<file path="config.mk">
export PLATFORM = sky130hd
export DESIGN_NAME = wishbone_master_adapter_core
export DESIGN_NICKNAME = d
export VERILOG_FILES = /design/src/rtl/wb_pkg.sv /design/src/rtl/wb_timeout_counter.sv /design/src/rtl/wishbone_master_adapter_core.sv
export SDC_FILE = /design/constraint.sdc
export NUM_CORES = 1
export LEC_CHECK = 0
export CAP_MARGIN = 20
export CORE_MARGIN = 5
export CORE_UTILIZATION = 46
export DETAILED_ROUTE_END_ITERATION = 12
export DONT_BUFFER_PORTS = 1
export PLACE_DENSITY = 0.67
export SYNTH_ARGS = -nofsm -noshare
export SYNTH_HDL_FRONTEND = slang
export SYNTH_SLANG_ARGS = --single-unit
export TNS_END_PERCENT = 5
</file>
<file path="constraint.sdc">
create_clock -name clk_i -period 10.8 [get_ports clk_i]
set_input_delay 3.24 -clock clk_i [delete_from_list [all_inputs] [get_ports clk_i]]
set_output_delay 3.24 -clock clk_i [all_outputs]
set_load 0.02 [all_outputs]
</file>
<file path="src/rtl/wb_pkg.sv">
`default_nettype none
// ============================================================================
// wb_pkg : shared types and widths for the Wishbone master adapter
// Rev 1.0
// ============================================================================
package wb_pkg;

  localparam int WB_ADDR_W = 32;
  localparam int WB_DATA_W = 32;
  localparam int WB_SEL_W  = 4;

  typedef enum logic [1:0] {
    ST_IDLE = 2'd0,
    ST_BUS  = 2'd1,
    ST_RESP = 2'd2
  } wb_state_e;

  // Loads always fetch the full word; stores honour the core byte enables.
  function automatic logic [WB_SEL_W-1:0] wb_sel_for(input logic we,
                                                     input logic [WB_SEL_W-1:0] be);
    return we ? be : {WB_SEL_W{1'b1}};
  endfunction

endpackage : wb_pkg
`default_nettype wire

</file>
<file path="src/rtl/wb_timeout_counter.sv">
`default_nettype none
// ============================================================================
// wb_timeout_counter : counts response-less bus cycles, flags the last one
// Rev 1.0
// ============================================================================
module wb_timeout_counter #(
  parameter int TIMEOUT_CYCLES = 255
) (
  input  logic clk_i,
  input  logic rst_i,
  input  logic clear_i,
  input  logic enable_i,
  output logic expired_o
);

  localparam int CNT_W = $clog2(TIMEOUT_CYCLES + 1);
  localparam logic [CNT_W-1:0] C_LAST = CNT_W'(TIMEOUT_CYCLES - 1);

  logic [CNT_W-1:0] count_q;
  logic [CNT_W-1:0] count_d;

  always_comb begin
    count_d = count_q;
    if (clear_i) begin
      count_d = '0;
    end else if (enable_i) begin
      count_d = count_q + 1'b1;
    end
  end

  always_ff @(posedge clk_i or posedge rst_i) begin
    if (rst_i) begin
      count_q <= '0;
    end else begin
      count_q <= count_d;
    end
  end

  // Asserted during the TIMEOUT_CYCLES-th bus cycle so the abort lands on its closing edge.
  assign expired_o = enable_i && (count_q == C_LAST);

endmodule : wb_timeout_counter
`default_nettype wire

</file>
<file path="src/rtl/wishbone_master_adapter_core.sv">
`default_nettype none
// ============================================================================
// wishbone_master_adapter_core : single-outstanding core load/store to Wishbone classic
// Rev 1.0
// ============================================================================
module wishbone_master_adapter_core
  import wb_pkg::*;
#(
  parameter int TIMEOUT_CYCLES = 255
) (
  input  logic                 clk_i,
  input  logic                 rst_i,
  input  logic                 core_req_i,
  input  logic                 core_we_i,
  input  logic [WB_ADDR_W-1:0] core_addr_i,
  input  logic [WB_DATA_W-1:0] core_wdata_i,
  input  logic [WB_SEL_W-1:0]  core_be_i,
  output logic                 core_stall_o,
  output logic [WB_DATA_W-1:0] core_rdata_o,
  output logic                 core_done_o,
  output logic                 core_err_o,
  output logic [WB_ADDR_W-1:0] wb_addr_o,
  output logic [WB_DATA_W-1:0] wb_data_o,
  output logic [WB_SEL_W-1:0]  wb_sel_o,
  output logic                 wb_we_o,
  output logic                 wb_cyc_o,
  output logic                 wb_stb_o,
  input  logic [WB_DATA_W-1:0] wb_data_i,
  input  logic                 wb_ack_i,
  input  logic                 wb_err_i
);

  wb_state_e            state_q, state_d;
  logic [WB_ADDR_W-1:0] addr_q, addr_d;
  logic [WB_DATA_W-1:0] wdata_q, wdata_d;
  logic [WB_SEL_W-1:0]  sel_q, sel_d;
  logic                 we_q, we_d;
  logic                 cyc_q, cyc_d;
  logic                 stb_q, stb_d;
  logic [WB_DATA_W-1:0] rdata_q, rdata_d;
  logic                 done_q, done_d;
  logic                 err_q, err_d;
  logic                 tmo_expired;

  wb_timeout_counter #(
    .TIMEOUT_CYCLES(TIMEOUT_CYCLES)
  ) u_timeout (
    .clk_i    (clk_i),
    .rst_i    (rst_i),
    .clear_i  (state_q != ST_BUS),
    .enable_i (state_q == ST_BUS),
    .expired_o(tmo_expired)
  );

  always_comb begin
    state_d = state_q;
    addr_d  = addr_q;
    wdata_d = wdata_q;
    sel_d   = sel_q;
    we_d    = we_q;
    cyc_d   = cyc_q;
    stb_d   = stb_q;
    rdata_d = rdata_q;
    done_d  = 1'b0;
    err_d   = 1'b0;

    case (state_q)
      ST_IDLE: begin
        if (core_req_i) begin
          addr_d  = core_addr_i;
          wdata_d = core_wdata_i;
          we_d    = core_we_i;
          sel_d   = wb_sel_for(core_we_i, core_be_i);
          cyc_d   = 1'b1;
          stb_d   = 1'b1;
          state_d = ST_BUS;
        end
      end
      ST_BUS: begin
        // Error and timeout take priority over a coincident ack; read data is then discarded.
        if (wb_err_i || tmo_expired) begin
          cyc_d   = 1'b0;
          stb_d   = 1'b0;
          done_d  = 1'b1;
          err_d   = 1'b1;
          state_d = ST_RESP;
        end else if (wb_ack_i) begin
          cyc_d   = 1'b0;
          stb_d   = 1'b0;
          done_d  = 1'b1;
          state_d = ST_RESP;
          if (!we_q) begin
            rdata_d = wb_data_i;
          end
        end
      end
      ST_RESP: begin
        state_d = ST_IDLE;
      end
      default: begin
        state_d = ST_IDLE;
        cyc_d   = 1'b0;
        stb_d   = 1'b0;
      end
    endcase
  end

  always_ff @(posedge clk_i or posedge rst_i) begin
    if (rst_i) begin
      state_q <= ST_IDLE;
      addr_q  <= '0;
      wdata_q <= '0;
      sel_q   <= '0;
      we_q    <= 1'b0;
      cyc_q   <= 1'b0;
      stb_q   <= 1'b0;
      rdata_q <= '0;
      done_q  <= 1'b0;
      err_q   <= 1'b0;
    end else begin
      state_q <= state_d;
      addr_q  <= addr_d;
      wdata_q <= wdata_d;
      sel_q   <= sel_d;
      we_q    <= we_d;
      cyc_q   <= cyc_d;
      stb_q   <= stb_d;
      rdata_q <= rdata_d;
      done_q  <= done_d;
      err_q   <= err_d;
    end
  end

  assign core_stall_o = (state_q == ST_BUS) || ((state_q == ST_IDLE) && core_req_i);
  assign core_rdata_o = rdata_q;
  assign core_done_o  = done_q;
  assign core_err_o   = err_q;
  assign wb_addr_o    = addr_q;
  assign wb_data_o    = wdata_q;
  assign wb_sel_o     = sel_q;
  assign wb_we_o      = we_q;
  assign wb_cyc_o     = cyc_q;
  assign wb_stb_o     = stb_q;

endmodule : wishbone_master_adapter_core
`default_nettype wire

</file>
==> summary.md <==
Run status
- **outcome** finished, final reports clean

Logic synthesis
- **synthesized area per cell** 15.6 um2
- **number of instances in the synthesized netlist** 282
- **share of the synthesized area in the top cell type** 0.650
- **Seq cells post-synth** 114
- **library cell occupying the most area in the post-synthesis netlist** sky130_fd_sc_hd__dfrtp_1
- **number of synthesis warnings** 0
- **post-synthesis instance area** 4390 um2
- **sequential share of the synthesized area** 0.650
- **number of enable flip-flop cells after synthesis** 0
- **top cells by count, synth** 114 x sky130_fd_sc_hd__dfrtp_1, 97 x sky130_fd_sc_hd__mux2_2, 12 x sky130_fd_sc_hd__nor2_1, 9 x sky130_fd_sc_hd__inv_1, 6 x sky130_fd_sc_hd__buf_4
- **dominant synthesized flop cell** sky130_fd_sc_hd__dfrtp_1
- **Syn Nets** 390
- **Yosys cell types** 27
- **share of flip-flops with an asynchronous set or reset after synthesis** 1.00
- **library cell with the highest instance count after synthesis** sky130_fd_sc_hd__dfrtp_1
- **synth top area cells** sky130_fd_sc_hd__dfrtp_1 65%, sky130_fd_sc_hd__mux2_2 25%, sky130_fd_sc_hd__buf_4 1.0%, sky130_fd_sc_hd__nor2_1 1.0%, sky130_fd_sc_hd__inv_1 0.77%

GRT
- **first-pass GRT wire length** 13400 um
- **number of antenna violations at the first check in global routing** 0
- **all-layer global routing usage** 0.152
- **pin count of the biggest net entering global routing** 75
- **vias in the first global route** 2458
- **total overflow reported by the global router** 0

Worst setup path
- **largest stage delay on the critical path** 320 ps
- **top cell family by delay on the critical path** simple AND/OR/NAND/NOR gates
- **cell seen most often among critical-path stages** sky130_fd_sc_hd__nor2_1
- **endpoint of the worst-slack reg-to-reg timing path** core_rdata_o[10]$_DFFE_PP0P_
- **Worst Reg2Reg Path Length in Cells** 6
- **worst setup path start** core_req_i
- **startpoint kind of the worst setup timing path** input port
- **Critical Path End Type** primary output
- **category of the critical setup timing path** input port to primary output
- **R2R setup slack** 8770 ps
- **required time at the worst-slack endpoint** 7560 ps
- **maximum fanout along the worst path** 3
- **Crit path buffers/inverters** 0
- **chain of cells forming the critical path** nor2_1 -> nor2_1
- **arrival time worst endpoint** 3580 ps
- **slowest CP cell** sky130_fd_sc_hd__nor2_1
- **beginning of the worst register-to-register path** u_timeout.count_q[0]$_DFF_PP0_
- **Levels on crit path** 2
- **endpoint of the worst setup timing path** core_stall_o

Place
- **number of I/O port buffers** 0
- **hpwl dp** 6340 um
- **Cell Area, Placed** 4480 um2
- **last weighted congestion value of the routability-driven placer** 0.721
- **dpl ws** 3980 ps

Timing
- **final max-slew violation count** 0
- **setup violators final** 0
- **Worst-Margin Slew** 874 ps
- **count of final hold-check violations** 0
- **maximum operating frequency** 147 MHz
- **clock skew after layout** 7.98 ps
- **crit share post-route** 0.631
- **final setup margin** 3980 ps
- **total negative setup slack** 0 ps
- **unrepaired setup endpoints after global routing** false
- **normalized max-slew margin** 0.418
- **min Tclk post-route** 6820 ps
- **Worst Hold Margin** 554 ps

Power
- **fraction of power spent switching nets** 0.341
- **Sw Pwr** 0.581 mW
- **Power Density** 332 nW/um2
- **Logic pwr share** 0.120
- **part of the total power dissipated in the clock network** 0.348
- **leakage component of the power** 2.18 nW
- **maximum ir drop on the vdd rail** 143 uV
- **proportion of power drawn by flip-flops and latches** 0.532
- **cell internal power dissipation** 1.12 mW

Drt
- **total via count after detailed routing** 2306
- **DRC errors left** 0
- **post-detailed-routing wire length** 8750 um
- **post-detailed-route count of antenna-violating nets** 0
- **via/cell ratio** 5.34
- **post-DR wirelength/cell** 20.2 um
- **count of routing violations after the opening detailed-route iteration** 73
- **Initial DRT Pass Iterations** 4

Clocking
- **hold bufs inserted after CTS** 0
- **clock sinks** 114
- **master cell of the clock root buffer** sky130_fd_sc_hd__clkbuf_8
- **Max clock buf depth** 2
- **post-CTS setup buffer count** 0
- **number of H-tree levels** 4
- **Num CTS Buffers** 17
- **source-to-sink clock delay at the later pin of the worst-skew pair** 490 ps
- **Gates resized, CTS repair** 0
- **clock-pin slew reported for the worst setup and hold paths after clock tree synthesis** 60 ps
- **clock tree from TritonCTS** built

Floorplan
- **Die Y** 108 um
- **overall die area** 11600 um2
- **number of placed I/O pins** 212
- **standard-cell row count** 35
- **DIE WIDTH** 108 um
- **core region area** 9280 um2
- **initial standard-cell utilization of the core** 0.473

Min path
- **class of the most critical hold timing path** flop to flop

Final layout
- **net count of the finished layout** 399
- **number of antenna cells inserted** 0
- **sequential standard cell area** 2850 um2
- **fin util** 0.551
- **Area Growth Syn to Fin** 16.7%
- **final-layout fill cell count** 774
- **area of combinational cells with multiple inputs** 1410 um2
- **fraction of final layout cells sized beyond drive strength 1** 0.442
- **Layout Cell Area excl Fill** 5120 um2

Job
- **max_cap viols** 0

per-stage QoR:
step                      power, mW  cells
after floorplan                1.06    282
after global placement         1.12    401
after detailed placement       1.13    401
after CTS                      1.73    432
after global routing           1.78    432
final                          1.70    432
routing by layer:
| layer | global-route usage | part of all wire | up-vias | wire length (um) |
|---|---|---|---|---|
| met3 | 0.0696 | 0.10 | 8 | 900 |
| li1 | - | - | 1005 | - |
| met5 | 0 | 0 | - | 0 |
| met2 | 0.250 | 0.53 | 118 | 4640 |
| met1 | 0.167 | 0.35 | 1175 | 3090 |
| met4 | 0.0676 | 0.013 | 0 | 112 |
area by class of cell:
class                           instances  share of cell area
Clock buffer                           19              0.0843
Inverter                                9             0.00709
Tap cell                              129              0.0315
Clock inverter                         12              0.0403
Timing Repair Buffer                    3             0.00440
Multi-Input combinational cell        146               0.275
Sequential cell                       114               0.557
power by group through the flow:
| stage | combinational (mW) | clock (mW) | sequential (mW) |
|---|---|---|---|
| 3_3_place_gp | 0.199 | 0 | 0.916 |
| 6_report | 0.205 | 0.592 | 0.905 |
| 4_1_cts | 0.211 | 0.607 | 0.912 |
| 5_1_grt | 0.231 | 0.627 | 0.925 |
| 3_5_place_dp | 0.211 | 0 | 0.916 |
| 2_1_floorplan | 0.193 | 0 | 0.865 |
kinds of logic (layout without fill, tap and decap cells):
family | after synthesis | in the layout | share of synthesized area
AOI/OAI and AO/OA | 16 | 16 | 0.0251
xor gates and xnor gates | 3 | 3 | 0.00599
adders and majority gates | 2 | 2 | 0.00570
buffers and inverters | 22 | 43 | 0.0299
DFF | 114 | 114 | 0.650
muxes | 97 | 97 | 0.249
and+or+nand+nor | 28 | 28 | 0.0339
cells in the final DEF (no fill, tap or decap):
| cell | n |
|---|---|
| sky130_fd_sc_hd__nand2_1 | 2 |
| sky130_fd_sc_hd__o21ai_0 | 3 |
| sky130_fd_sc_hd__a211o_1 | 1 |
| sky130_fd_sc_hd__clkbuf_8 | 2 |
| sky130_fd_sc_hd__nand4_1 | 1 |
| sky130_fd_sc_hd__clkinv_4 | 4 |
| sky130_fd_sc_hd__or3_1 | 3 |
| sky130_fd_sc_hd__ha_1 | 2 |
| sky130_fd_sc_hd__dfrtp_1 | 114 |
| sky130_fd_sc_hd__mux2_2 | 97 |
| sky130_fd_sc_hd__clkbuf_16 | 16 |
| sky130_fd_sc_hd__inv_6 | 1 |
| sky130_fd_sc_hd__nor2_1 | 12 |
| sky130_fd_sc_hd__clkbuf_1 | 1 |
| sky130_fd_sc_hd__a21oi_1 | 5 |
| sky130_fd_sc_hd__xnor2_1 | 1 |
| sky130_fd_sc_hd__nand3_1 | 4 |
| sky130_fd_sc_hd__and3_1 | 1 |
| sky130_fd_sc_hd__clkinv_2 | 1 |
| sky130_fd_sc_hd__o32ai_1 | 1 |
| sky130_fd_sc_hd__xor2_1 | 2 |
| sky130_fd_sc_hd__a211oi_4 | 1 |
| sky130_fd_sc_hd__buf_4 | 3 |
| sky130_fd_sc_hd__a31oi_1 | 4 |
| sky130_fd_sc_hd__bufinv_16 | 5 |
| sky130_fd_sc_hd__nor2b_1 | 2 |
| sky130_fd_sc_hd__nor3b_2 | 1 |
| sky130_fd_sc_hd__inv_1 | 8 |
| sky130_fd_sc_hd__clkinvlp_4 | 1 |
| sky130_fd_sc_hd__o21bai_1 | 1 |
| sky130_fd_sc_hd__inv_4 | 1 |
| sky130_fd_sc_hd__and4_1 | 1 |
| sky130_fd_sc_hd__nand4bb_2 | 1 |
worst min-delay path by stage:
stage / slack, ps / start / depth (start not counted) / endpoint
finish: 550 / u_timeout.count_q[7]$_DFF_PP0_ / 2 / u_timeout.count_q[7]$_DFF_PP0_
global route: 580 / u_timeout.count_q[0]$_DFF_PP0_ / 1 / u_timeout.count_q[0]$_DFF_PP0_
CTS: 560 / u_timeout.count_q[7]$_DFF_PP0_ / 2 / u_timeout.count_q[7]$_DFF_PP0_
detailed placement: 540 / u_timeout.count_q[0]$_DFF_PP0_ / 1 / u_timeout.count_q[0]$_DFF_PP0_
global placement: 530 / u_timeout.count_q[7]$_DFF_PP0_ / 2 / u_timeout.count_q[7]$_DFF_PP0_
floorplan: 490 / u_timeout.count_q[0]$_DFF_PP0_ / 1 / u_timeout.count_q[0]$_DFF_PP0_
registers in the layout, summed over array words and instances, names as in the netlist:
| register | cells |
|---|---|
| wb_sel_o | 4 |
| state_q | 2 |
| wb_addr_o | 32 |
| wb_stb_o | 1 |
| core_done_o | 1 |
| u_timeout.count_q | 8 |
| core_err_o | 1 |
| wb_we_o | 1 |
| core_rdata_o | 32 |
| wb_data_o | 32 |
Power figures use the tool's default switching activity.
